`src/rtl/wb_stage_regfile.sv`:
```
// MEM/WB pipeline latch feeding a register file with two combinational read ports.
// The latched writeback triple is exported for forwarding and hazard detection,
// and a free-running counter tracks how many register-file commits have occurred.
// Optional macro WB_BYPASS_EN: read ports return the in-flight commit value
// (write-before-read); when undefined, reads return array contents only.
module wb_stage_regfile #(
   parameter int unsigned DATA_W = 32,
   parameter int unsigned ADDR_W = 5,
   parameter int unsigned CNT_W  = 16
) (
   input  logic              clk,
   input  logic              rst,
   input  logic              wb_in,
   input  logic [DATA_W-1:0] ALU_result_in,
   input  logic [ADDR_W-1:0] dst_addr_in,
   input  logic [ADDR_W-1:0] rs_addr,
   input  logic [ADDR_W-1:0] rt_addr,
   output logic [DATA_W-1:0] rs_data,
   output logic [DATA_W-1:0] rt_data,
   output logic              wb_valid_out,
   output logic [DATA_W-1:0] wb_data_out,
   output logic [ADDR_W-1:0] wb_dst_out,
   output logic [CNT_W-1:0]  commit_cnt
);

   localparam int unsigned NUM_REGS = 2 ** ADDR_W;

   logic [DATA_W-1:0] regs [NUM_REGS];
   logic              commit;

   // Writes to r0 are dropped, so they neither update the array nor count.
   assign commit = wb_valid_out && (wb_dst_out != '0);

   // MEM/WB latch: captures the EX/MEM triple every cycle, no stall.
   always_ff @(posedge clk or posedge rst) begin
      if (rst) begin
         wb_valid_out <= 1'b0;
         wb_data_out  <= '0;
         wb_dst_out   <= '0;
      end else begin
         wb_valid_out <= wb_in;
         wb_data_out  <= ALU_result_in;
         wb_dst_out   <= dst_addr_in;
      end
   end

   // Register file commit from the latched triple; reset discards any pending triple.
   always_ff @(posedge clk or posedge rst) begin
      if (rst) begin
         regs <= '{default: '0};
      end else if (commit) begin
         regs[wb_dst_out] <= wb_data_out;
      end
   end

   // Commit counter, wraps naturally at 2**CNT_W.
   always_ff @(posedge clk or posedge rst) begin
      if (rst) begin
         commit_cnt <= '0;
      end else if (commit) begin
         commit_cnt <= commit_cnt + 1'b1;
      end
   end

   // Combinational read ports; r0 is forced to zero regardless of array contents.
   always_comb begin
      rs_data = regs[rs_addr];
      rt_data = regs[rt_addr];
`ifdef WB_BYPASS_EN
      if (commit && (wb_dst_out == rs_addr)) rs_data = wb_data_out;
      if (commit && (wb_dst_out == rt_addr)) rt_data = wb_data_out;
`endif
      if (rs_addr == '0) rs_data = '0;
      if (rt_addr == '0) rt_data = '0;
   end

endmodule

```
`config.mk`:
```
export PLATFORM = sky130hd
export DESIGN_NAME = wb_stage_regfile
export DESIGN_NICKNAME = d
export VERILOG_FILES = /design/src/rtl/wb_stage_regfile.sv
export SDC_FILE = /design/constraint.sdc
export NUM_CORES = 2
export LEC_CHECK = 0
export BUFFER_PORTS_ARGS = -buffer_cell sky130_fd_sc_hd__buf_4
export CAP_MARGIN = 20
export CORE_MARGIN = 4
export CORE_UTILIZATION = 30
export DETAILED_ROUTE_END_ITERATION = 12
export HOLD_SLACK_MARGIN = 0.03
export PLACE_DENSITY = 0.45
export SYNTH_ARGS = -nofsm -noshare
export SYNTH_HDL_FRONTEND = slang
export SYNTH_SLANG_ARGS = --single-unit
```
`constraint.sdc`:
```
create_clock -name clk -period 33.3 [get_ports clk]
set_input_delay 4.995 -clock clk [delete_from_list [all_inputs] [get_ports clk]]
set_output_delay 4.995 -clock clk [all_outputs]
set_load 0.02 [all_outputs]
```
==> summary.md <==
| Metric | Value |
|---|---|
| Initial Util | `30.1%` |
| RePlAce Congestion | `0.732` |
| Final Max Slew Viols | `0` |
| Layout cells sized above 1 | `53.6%` |
| FF+latch count, synth | `1,078` |
| Flop pwr share | `43.9%` |
| Final Setup Violations | `0` |
| Crit end category | `output pin` |
| Worst-path cell chain | `buf_8, buf_4, buf_4, buf_4, mux2i_1, a221oi_1, o21ai_0, a311oi_1, buf_4` |
| Worst min-delay path category | `reg -> reg` |
| Largest net degree at the start of global routing | `165` |
| Pleak | `0.0274 µW` |
| Post-DP HPWL | `112,000 µm` |
| Die area | `193,000 µm²` |
| Via Count | `35,400` |
| Post-route DRC | `0` |
| Post CTS Setup Buffer Count | `0` |
| Met1 Track Usage GR | `28.9%` |
| Count of cell types in the netlist | `37` |
| R2r worst-path depth | `5` |
| Cells after Synth | `3,717` |
| # rows | `158` |
| Core ar. | `185,000 µm²` |
| H-tree levels | `4` |
| Sink Count | `1,078` |
| Routed wire length | `202,000 µm` |
| Clk pwr share | `37.0%` |
| Nets | `3,760` |
| Peak Freq | `70.7 MHz` |
| Post-Syn Area | `55,900 µm²` |
| Slowest cell on crit path | `buf_4` |
| Die W | `440 µm` |
| Fraction of registers with async set/reset | `100%` |
| Setup CP Type | `in -> out` |
| Number of synthesized flops with an enable pin | `0` |
| Mapped Nets | `3,768` |
| Yosys top cell by area | `dfrtp_1` |
| First-pass GRT wire length | `289,000 µm` |
| Prevailing post-synth register cell | `dfrtp_1` |
| HP Start | `regs[1023]` |
| Grt ovf | `0` |
| Final Power | `3950 µW` |
| Fin Clk Skew | `24.3 ps` |
| Logic pwr share | `19.1%` |
| Slew @ Worst Pin | `1190 ps` |
| Post-route setup TNS | `0 ps` |
| CP max FO | `59` |
| Ports | `168` |
| Cells after DPL | `6,038` |
| Final Non-Filler Cells | `6,299` |
| Pwr Density | `61.4 nW/µm²` |
| Hold endpoint | `regs[1023]` |
| WP buf/inv | `5` |
| Max Buffers Root-to-Sink | `3` |
| Iter 0 DRT Violations | `2,701` |
| Crit-path most repeated cell | `buf_4` |
| WL/cell | `32.1 µm` |
| CTS Root Cell | `clkbuf_16` |
| NetSw | `1110 µW` |
| Hold depth | `0` |
| Initial antenna violation count | `5` |
| Setup slack, reg-to-reg | `30,090 ps` |
| Clock buffer count from CTS | `137` |
| Maxcap violations | `0` |
| Clock Latency Late Sink | `790 ps` |
| Routing usage on met3 | `2.82%` |
| Status | `completed` |
| RSZ-0062 raised after global routing | `no` |
| CTS tree | `yes` |
| IO Port Bufs | `167` |
| Max incr delay on CP | `820 ps` |
| GR Util met2 | `34.7%` |
| R2R Path End | `regs[753]` |
| Hold Buf Count CTS | `0` |
| Hold Violations, Final | `0` |
| Worst r2r src | `wb_dst_out[2]` |
| Max-slew headroom | `20.5%` |
| Yosys top cell area share | `48.3%` |
| Remaining antenna violation count | `0` |
| Number of synthesis warnings | `0` |
| CP required | `28,300 ps` |
| Clock-pin slew on the worst setup and hold paths | `60 ps` |
| Switch share | `28.1%` |
| Mean Syn Cell Area | `15.0 µm²` |
| Syn-to-layout area delta | `15.0%` |
| Gr usage total | `20.8%` |
| Internal power | `2840 µW` |
| DRT Pass-1 Iters | `5` |
| Critical Path Source Type | `input pin` |
| Final period util | `42.5%` |
| GRT Max-Usage Layer | `met2` |
| CP arrival | `9150 ps` |
| CTS-repair resized insts | `0` |
| Number of vias per cell | `5.61` |
| Largest delay share family, worst path | `buffers and inverters` |
| Largest cells by area after synthesis | `dfrtp_1, mux2_2, mux4_2` |
| DP Worst Slack | `19,060 ps` |
| Final worst path period need | `14,150 ps` |
| Die Ht | `440 µm` |
| Worst Setup Slack, final | `19,150 ps` |
| VDD IR max | `41.1 µV` |
| Seq/Total Area, Yosys | `48.3%` |
| Vias in the first global route | `36,800` |
-- cell usage in the layout, fill, tap and decap left out, types with 11 or more instances in the layout --
master,instances
dfrtp_1,1078
mux2_2,1057
mux4_2,448
buf_4,254
clkbuf_16,139
mux2i_1,128
o21ai_0,102
nor2b_1,65
a22oi_1,64
a211oi_1,64
a311oi_1,63
a221oi_1,47
nand2_1,43
clkbuf_1,41
clkbuf_8,29
clkinv_2,20
o2111ai_1,17
nor2_4,14
nand2_4,13
xnor2_1,13
buf_16,11
-- logic make-up after synthesis --
logic type,count (synthesis),synth area share [%]
buffers and inverters,434,3.29
and+or+nand+nor,186,1.77
adders and majority gates,1,0.0224
muxes,1633,41.6
xor gates and xnor gates,15,0.235
AOI/OAI and AO/OA,370,4.78
DFF,1078,48.3
-- metrics by stage --
| stage | hold slack, ps | instance area (µm²) | util, % |
|---|---|---|---|
| 5_1_grt | 408 | 64300 | 34.7 |
| 2_1_floorplan | 441 | 55900 | - |
| 3_3_place_gp | 378 | 59500 | 32.1 |
| 6_report | 393 | 64300 | 34.7 |
| 4_1_cts | 396 | 64000 | 34.5 |
| 3_5_place_dp | 382 | 59600 | 32.1 |
-- how the worst max path moves through the flow --
stage                     startpoint       endpoint  slack, ps  depth (start not counted)
after global placement    rt_addr[2]    rt_data[17]      18940                          9
after detailed placement  rt_addr[2]    rt_data[17]      19060                          9
after floorplan                  rst  commit_cnt[0]      13440                          1
after CTS                 rt_addr[2]    rt_data[17]      19080                          9
after global routing      rt_addr[2]    rt_data[19]      18990                          9
final                     rt_addr[2]    rt_data[17]      19150                          9
-- sequential cells by signal (all words and copies together), names as in the netlist --
name and cells:
commit_cnt 16, wb_valid_out 1, regs 1024, wb_dst_out 5, wb_data_out 32
-- synth_stat cells (5+ instances only) --
master / instances
clkbuf_1: 228
nand4_1: 5
a211oi_1: 64
xnor2_1: 13
nor2_1: 22
buf_1: 43
nand3_1: 7
dfrtp_1: 1078
a221oi_1: 47
nand2_1: 58
a311oi_1: 64
mux2_2: 1057
nor2b_1: 69
o21ai_1: 9
mux2i_1: 128
a22oi_1: 64
buf_4: 6
buf_2: 151
mux4_2: 448
o2111ai_1: 17
inv_1: 6
o21ai_0: 102
-- power by group through the flow --
stage                     Clock (µW)  Combinational [µW]  Sequential [µW]
after global placement             0                 741             1750
after CTS                       1500                 754             1730
after floorplan                    0                 577             1700
final                           1460                 753             1730
after detailed placement           0                 752             1760
after global routing            1560                 810             1760
-- area by class of cell --
class                           count  area [µm²]
Fill cell                       18000      121000
Multi-Input combinational cell   2205       27400
Sequential cell                  1078       27000
Clock buffer                      209        4030
Tap cell                         2480        3100
Timing Repair Buffer              281        2440
Clock inverter                     37         345
Inverter                            6        31.3
Antenna cell                        3        7.51
-- layer usage --
metal	share of wire (%)	routed length, µm
met1	45	90900
met2	49	99200
met3	4.1	8250
met4	1.9	3930
met5	0	0
Power figures use the tool's default switching activity.
